### src/rtl/controle_ciclo.sv
// Washing-machine cycle sequencer with power-loss freeze and resume from a saved cycle code.
// Optional door sensor (porta_aberta) is compiled in when PORTA_SENSOR_EN is defined.
module controle_ciclo #(
  parameter int CNT_W        = 16,
  parameter int T_LAVAR      = 1000,
  parameter int T_ENXAGUE    = 600,
  parameter int T_CENTRIF    = 800,
  parameter int T_ENCHER_MAX = 500,
  parameter int T_FIM        = 50
) (
  input  logic       clk,
  input  logic       reset,
  input  logic       energia,
  input  logic       start,
  input  logic       nivel_cheio,
  input  logic       nivel_vazio,
  input  logic [3:0] estado_restaurado,
`ifdef PORTA_SENSOR_EN
  input  logic       porta_aberta,
`endif
  output logic [3:0] estado,
  output logic       valvula_agua,
  output logic       motor_lavar,
  output logic       bomba,
  output logic       motor_centrifuga,
  output logic       porta_travada,
  output logic       fim,
  output logic       erro
);

  typedef enum logic [3:0] {
    IDLE         = 4'd0,
    ENCHER       = 4'd1,
    LAVAR        = 4'd2,
    ESVAZIAR     = 4'd3,
    ENCHER_ENX   = 4'd4,
    ENXAGUAR     = 4'd5,
    ESVAZIAR_ENX = 4'd6,
    CENTRIFUGAR  = 4'd7,
    FIM          = 4'd8,
    ERRO         = 4'd10
  } estado_e;

  localparam logic [CNT_W-1:0] LAVAR_ULT     = CNT_W'(T_LAVAR - 1);
  localparam logic [CNT_W-1:0] ENXAGUE_ULT   = CNT_W'(T_ENXAGUE - 1);
  localparam logic [CNT_W-1:0] CENTRIF_ULT   = CNT_W'(T_CENTRIF - 1);
  localparam logic [CNT_W-1:0] ENCHER_ULT    = CNT_W'(T_ENCHER_MAX - 1);
  localparam logic [CNT_W-1:0] FIM_ULT       = CNT_W'(T_FIM - 1);
  localparam logic [CNT_W-1:0] TIMER_MAX     = {CNT_W{1'b1}};

  estado_e          estado_q, estado_d;
  logic [CNT_W-1:0] timer_q, timer_d;
  logic             energia_q;
  logic             retornoEnergia;
  logic             startValido;
  logic             portaFalha;

  assign retornoEnergia = energia & ~energia_q;

`ifdef PORTA_SENSOR_EN
  assign startValido = start & ~porta_aberta;
  assign portaFalha  = porta_aberta & (estado_q >= ENCHER) & (estado_q <= CENTRIFUGAR);
`else
  assign startValido = start;
  assign portaFalha  = 1'b0;
`endif

  // Codes 0 and 8 mean nothing was in progress; anything unexpected is treated as a fault.
  function automatic estado_e restaura(input logic [3:0] codigo);
    estado_e r;
    case (codigo)
      4'd1, 4'd2, 4'd3, 4'd4, 4'd5, 4'd6, 4'd7: r = estado_e'(codigo);
      4'd0, 4'd8:                               r = IDLE;
      default:                                  r = ERRO;
    endcase
    return r;
  endfunction

  always_ff @(posedge clk) begin
    if (reset) begin
      estado_q  <= IDLE;
      timer_q   <= '0;
      energia_q <= 1'b0;
    end else begin
      estado_q  <= estado_d;
      timer_q   <= timer_d;
      energia_q <= energia;
    end
  end

  // Without mains everything freezes; on the first powered cycle the saved code is reloaded.
  always_comb begin
    estado_d = estado_q;
    timer_d  = timer_q;
    if (energia) begin
      if (retornoEnergia) begin
        estado_d = restaura(estado_restaurado);
        timer_d  = '0;
      end else begin
        case (estado_q)
          IDLE:         if (startValido) estado_d = ENCHER;
          ENCHER:       if (nivel_cheio) estado_d = LAVAR;
                        else if (timer_q == ENCHER_ULT) estado_d = ERRO;
          LAVAR:        if (timer_q == LAVAR_ULT) estado_d = ESVAZIAR;
          ESVAZIAR:     if (nivel_vazio) estado_d = ENCHER_ENX;
                        else if (timer_q == ENCHER_ULT) estado_d = ERRO;
          ENCHER_ENX:   if (nivel_cheio) estado_d = ENXAGUAR;
                        else if (timer_q == ENCHER_ULT) estado_d = ERRO;
          ENXAGUAR:     if (timer_q == ENXAGUE_ULT) estado_d = ESVAZIAR_ENX;
          ESVAZIAR_ENX: if (nivel_vazio) estado_d = CENTRIFUGAR;
                        else if (timer_q == ENCHER_ULT) estado_d = ERRO;
          CENTRIFUGAR:  if (timer_q == CENTRIF_ULT) estado_d = FIM;
          FIM:          if (timer_q == FIM_ULT) estado_d = IDLE;
          default:      estado_d = ERRO;
        endcase
        if (portaFalha) estado_d = ERRO;
        if (estado_d != estado_q) timer_d = '0;
        else if (timer_q != TIMER_MAX) timer_d = timer_q + CNT_W'(1);
      end
    end
  end

  // Actuators are cut immediately on power loss; status outputs keep showing the frozen state.
  always_comb begin
    estado           = estado_q;
    valvula_agua     = energia & ((estado_q == ENCHER) | (estado_q == ENCHER_ENX));
    motor_lavar      = energia & ((estado_q == LAVAR) | (estado_q == ENXAGUAR));
    bomba            = energia & ((estado_q == ESVAZIAR) | (estado_q == ESVAZIAR_ENX) |
                                  (estado_q == CENTRIFUGAR));
    motor_centrifuga = energia & (estado_q == CENTRIFUGAR);
    porta_travada    = (estado_q >= ENCHER) & (estado_q <= CENTRIFUGAR);
    fim              = (estado_q == FIM);
    erro             = (estado_q == ERRO);
  end

endmodule

### config.mk
export PLATFORM = sky130hd
export DESIGN_NAME = controle_ciclo
export DESIGN_NICKNAME = d
export VERILOG_FILES = /design/src/rtl/controle_ciclo.sv
export SDC_FILE = /design/constraint.sdc
export NUM_CORES = 1
export LEC_CHECK = 0
export CORE_ASPECT_RATIO = 1.5
export CORE_MARGIN = 5
export CORE_UTILIZATION = 49
export CTS_CLUSTER_DIAMETER = 40
export CTS_CLUSTER_SIZE = 16
export DETAILED_ROUTE_END_ITERATION = 10
export GPL_ROUTABILITY_DRIVEN = 0
export HOLD_SLACK_MARGIN = 0.08
export PLACE_DENSITY = 0.69
export SETUP_SLACK_MARGIN = 0.4
export SLEW_MARGIN = 20
export SYNTH_ARGS = -nofsm -noshare
export SYNTH_HDL_FRONTEND = slang
export SYNTH_SLANG_ARGS = --single-unit
### constraint.sdc
create_clock -name clk -period 3.3 [get_ports clk]
set_clock_uncertainty 0.2 [all_clocks]
set_input_delay 0.66 -clock clk [delete_from_list [all_inputs] [get_ports clk]]
set_output_delay 0.66 -clock clk [all_outputs]
set_load 0.005 [all_outputs]
Word-level counts from Yosys, hierarchy flattened:

Index checks and enable logic that the tools add are counted.

* logic and storage cells: 65
* register bits after elaboration: 21
* output and inout port bits: 11
* input bits: 10

* muxes and demuxes: 18
* add/sub/neg operators: 1
* equality and inequality tests: 24
* reductions and logical operators: 6
* order comparisons: 2
* bitwise operators: 11

Operators by type and width (number)
* $mux 4: 13
* $eq 16x10->1 const B: 3
* $mux 16: 3
* $pmux 4 s9: 1
* $eq 4x3->1 const B: 8
* $add 16x1->16 const B: 1
* $eq 16x6->1 const B: 1
* $eq 16x9->1 const B: 1
* $eq 4x2->1 const B: 4
* $ne 16x16->1 const B: 1
* $eq 4x4->1 const B: 3
* $eq 4x1->1 const B: 2
* $logic_not 4->1: 2
* $pmux 4 s2: 1
* $reduce_or 7->1: 1
* $and 1x1->1: 6
* $ge 4x1->1 const B: 1
* $le 4x3->1 const B: 1
* $ne 4x4->1: 1
* $or 1x1->1: 4
* $reduce_bool 3->1: 1
* $reduce_and 2->1: 1
* $reduce_or 2->1: 1
* $not 1->1: 1

Logic depth before layout (Yosys ltp):

* depth after elaboration: 9
* depth in mapped cells: 11
* depth with buffers taken out: 10

Worst setup path before layout:

Ideal clock, no wire load.

* kind: reg-to-reg
* start point: reg timer_q[0]
* end point: reg timer_q[8]
* period minus slack after synthesis: 2.485 ns
* arrival time: 2.210 ns
* buffers on the path: 1
* cell stages (with the launch flop): 11
* slack: 0.815 ns
* library setup time: 0.075 ns
* path through: dfxtp_1 > ha_1 > and4b_1 > nand4_2 > a21oi_4 > nand3_2 > or2_4 > a21oi_4 > buf_6 > nand3b_2 > a31oi_2

* cells in the longest elaborated chain, start to end: 9
* elaborated cells on any way between the ends: 25
* classes of those cells: 1 x add/sub; 7 x eq/ne; 15 x mux; 2 x reduce/logical

RTL lines
* from (decl): line 52 `logic [CNT_W-1:0] timer_q, timer_d;`
* from (signal assigned): line 86 `timer_q <= timer_d;`
* $eq 16x9->1
* $mux 4
* $mux 4 (on tied branches)
* $pmux 4 s9: line 100 `case (estado_q)`
* $mux 4: line 96 `if (retornoEnergia) begin`
* $mux 4: line 95 `if (energia) begin`
* $ne 4x4->1: line 117 `if (estado_d != estado_q) timer_d = '0;`
* $reduce_bool 3->1 (no source line) / $mux 16 (equally long branches)
* $reduce_and 2->1 (no source line) / $mux 16 (equally long branches)

Parallel ways exist; a longest one is shown, timed or not. The select of a mux whose other input is x is not followed.
A chain may end at the register's enable or synchronous reset.

Worst setup path after layout:

* start point: reg timer_q[0]
* end point: reg timer_q[14]

The elaborated chain is that of the path after synthesis.

==> out/results.txt <==
The total of flip-flops plus latches after synthesis was 21; the netlist area before placement was 1790 um2. The number of instances in the synthesized netlist is 246. Top achievable clock speed: 0.356 GHz. Number of synthesized flops with an enable pin: 0.

For this design the ratio of total power to cell area is 292 nW/um2. Maximum number of pins on one net before global-route repair: 27. The run finished with clean final reports. The wire-length estimate of the detail-placed layout is 3750 um.

The smallest clock period supported by the final layout is computed as 2.81 ns. Timing analysis after detailed placement gives a worst setup slack of 0.233 ns. The vias per cell is 6.41.

Sink of the worst hold path: timer_q[1]. In the post-route analysis, the smallest setup slack over all paths is 0.489 ns. For the final count of pins violating max slew, the log shows 0. From bottom edge to top edge, the die measures 84.1 um.

The worst supply voltage drop on vdd is 0.252 mV, and the worst reg-to-reg setup slack is 0.49 ns. Number of failing hold endpoints at the final stage: 0. The number of sinks driven by the clock tree is 21, and the die footprint is 4990 um2. In this run the worst setup path begins at timer_q[0]. In this run the horizontal extent of the chip is 59.4 um.

CTS placed an instance of clkbuf_8 at the clock tree root. TritonCTS built the clock tree. The endpoint of the worst-slack reg-to-reg timing path was timer_q[14]. Hold repair after CTS inserted 0 buffers. The core region area came out at 3610 um2.

Overall global routing resource usage: 0.211. Dividing the synthesized area by the synthesized cell count gives 7.29 um2. Counting instances, the worst hold path has a depth of 2. The total via count in the routed design is 1928. The tools report the sort of element at the end of the critical path as a flip-flop.

Setup violations remaining at the end of the flow were counted as 0. During synthesis, Yosys emitted a total of 0 warnings. The logs give 0 for the number of antenna violations at the first check in global routing and 0 for the count of antenna-violating nets left after detailed routing. The largest driver fanout on the critical path was 26.

The run gives 21 as the number of top-level design ports. The initial DRC count came out at 87. Synthesis instantiated 58 different standard cells from the library. After global routing the overflow that remains totals 0. The final worst-path cycle share was 0.852; the remaining max-slew budget at the tightest pin was 0.703. The tools report the number of iterations in the first detailed-routing pass as 4. Clock latency on the worst-skew pair, taken at its later pin, is 0.26 ns.

The average routed wire per standard cell works out to 16.9 um. At the end of the flow, the number of nets in the layout was 271. The worst setup path is launched from a flip-flop. The finished cells cover 2080 um2. Summed over all instances, the cell type with the most area after synthesis is dfxtp_1.

The share of flip-flops with an asynchronous set or reset after synthesis is 0, and the area share of the leading cell type in the synthesized netlist is 0.234. Synthesis produced a netlist with a net count of 258. The actual transition at the worst max-transition pin works out to 0.442 ns. Setup repair after global routing could not meet its margin everywhere. The share of post-route cells with drive strength above 1 came out at 0.120. The logs give 27 for the standard-cell row count and 0 for the number of maximum-capacitance violations. The number of cells traversed by the worst register-to-register path was 10; the maximum buffer depth of the clock tree was 2. The analysis attributes to cell leakage a power of 0.693 nW. The tools report the number of global-route vias before repair as 1813. The startpoint identified for the worst hold timing path is timer_q[1].

The clock-pin slew of the registers on the worst-case setup and hold paths works out to 0.08 ns. The logs give 0.234 for the sequential fraction of the synthesis area and 2.79 ns for the worst path arrival time. In this run the worst hold path is classified as reg2reg. The tools report the buffers inserted during post-CTS setup optimization as 0. The launch instance of the worst register-to-register path is timer_q[0].

The final cell utilization of the core came out at 0.576. In the post-synthesis netlist, the biggest area contributors are dfxtp_1 (23%), nand2_1 (6.5%), a21oi_1 (4.5%), nand3_1 (4.2%), nor2_1 (3.6%). Summed over all failing endpoints, the final setup total negative slack is 0 ns. The first-pass GRT wire length is 8560 um, and the number of port buffers is 20. The area growth from synthesis to layout was 16.2%; the residual DRC count was 0. The diode insertion count for antenna repair was 0; the worst endpoint required time was 3.28 ns. Counting the buffers created by CTS gives 3. For the routed wire length, the log shows 5080 um.

Category of the critical setup timing path: reg2reg. The logs give 1 for the number of levels in the clock H-tree and 2020 um2 for the total cell area at the placement stage. For this run, the leading register cell type out of synthesis is dfxtp_1.

The initial core utilization was 0.496.
==> flip-flops by register name (all words and copies together), names as in the netlist <==
register and flops:
energia_q 1, estado 4, timer_q 16
==> cell families after synthesis <==
| group | synth area share |
|---|---|
| buffers and inverters | 0.0698 |
| multiplexers | 0.0223 |
| AND/OR/NAND/NOR | 0.398 |
| flip-flops | 0.234 |
| XOR/XNOR | 0.00489 |
| adder cells (fa/ha/maj) | 0.0140 |
| AO/OA/AOI/OAI | 0.256 |
==> layout by cell type, fill, tap and decap left out, drive strengths merged, types with 5 or more instances in the layout <==
cell and instances:
a21oi 18, and3 9, nor3 11, nand4 9, a211oi 5, inv 8, nand4b 6, o21ai 15
clkdlybuf4s50 19, nor2b 7, buf 7, nor2 17, dfxtp 21, nand2 31, nand3 17
==> metrics by stage <==
| stage | hold WS (ns) | total power [mW] | std cells |
|---|---|---|---|
| finish | 0.339 | 0.609 | 301 |
| global route | 0.365 | 0.644 | 301 |
| CTS | 0.342 | 0.612 | 301 |
| detailed placement | 0.331 | 0.441 | 297 |
| global placement | 0.303 | 0.441 | 297 |
| floorplan | 0.284 | 0.382 | 246 |
==> cells in the mapped netlist (3+ instances only) <==
| library cell | number |
|---|---|
| nand4b_1 | 6 |
| a21oi_1 | 16 |
| nand4_1 | 8 |
| a41oi_1 | 3 |
| clkbuf_1 | 12 |
| inv_1 | 8 |
| nor2b_1 | 7 |
| a31oi_1 | 3 |
| clkbuf_2 | 3 |
| dfxtp_1 | 21 |
| o21ai_0 | 8 |
| and2_1 | 3 |
| mux2i_1 | 4 |
| o21ai_1 | 7 |
| nand3_1 | 15 |
| nor2_1 | 17 |
| and3_1 | 9 |
| a211oi_1 | 5 |
| nand2_1 | 31 |
| nor3_1 | 10 |
==> power by group <==
part | internal (mW) | total (mW) | switching, mW
clock | 0.0840 | 0.170 | 0.0858
sequential | 0.259 | 0.276 | 0.0165
combinational | 0.0768 | 0.163 | 0.0865
total | 0.420 | 0.609 | 0.189
==> worst max-delay path, cell delays in order, from the launching register on <==
cell and delay (ns):
dfxtp_1 0.42, ha_2 0.29, and4b_1 0.29, nand4_1 0.18
a41oi_1 0.31, nand3_2 0.11, or2_4 0.27, a21oi_4 0.17
buf_12 0.18, o31ai_1 0.08, a211oi_1 0.22
==> per-layer routing <==
metal | GRT usage | routed length (um) | part of all wire | up-vias
met5 | 0 | 0 | 0 | -
met4 | 0.0990 | 206 | 0.041 | 0
met3 | 0.0232 | 233 | 0.046 | 18
met2 | 0.357 | 2590 | 0.51 | 78
met1 | 0.254 | 2050 | 0.40 | 886
li1 | - | - | - | 946
==> worst max path at each step <==
stage / endpoint
3_3_place_gp: timer_q[10]
2_1_floorplan: timer_q[8]
3_5_place_dp: timer_q[1]
6_report: timer_q[14]
5_1_grt: timer_q[15]
4_1_cts: timer_q[1]
==> layout make-up <==
cell class	instances	area (um2)
fillers	354	1530
repair buffers	27	264
clock inverters	1	5.00
flip-flops and latches	21	424
multi-input cells	198	1260
inverters	8	30.0
well taps	43	53.8
clock buffers	3	41.3
==> repair_timing <==
action                                  CTS  global route
resized for setup                         3             5
pin swaps                                 0             1
endpoints found under the setup margin    6            19
No activity file was read; power rests on OpenSTA's default activity.
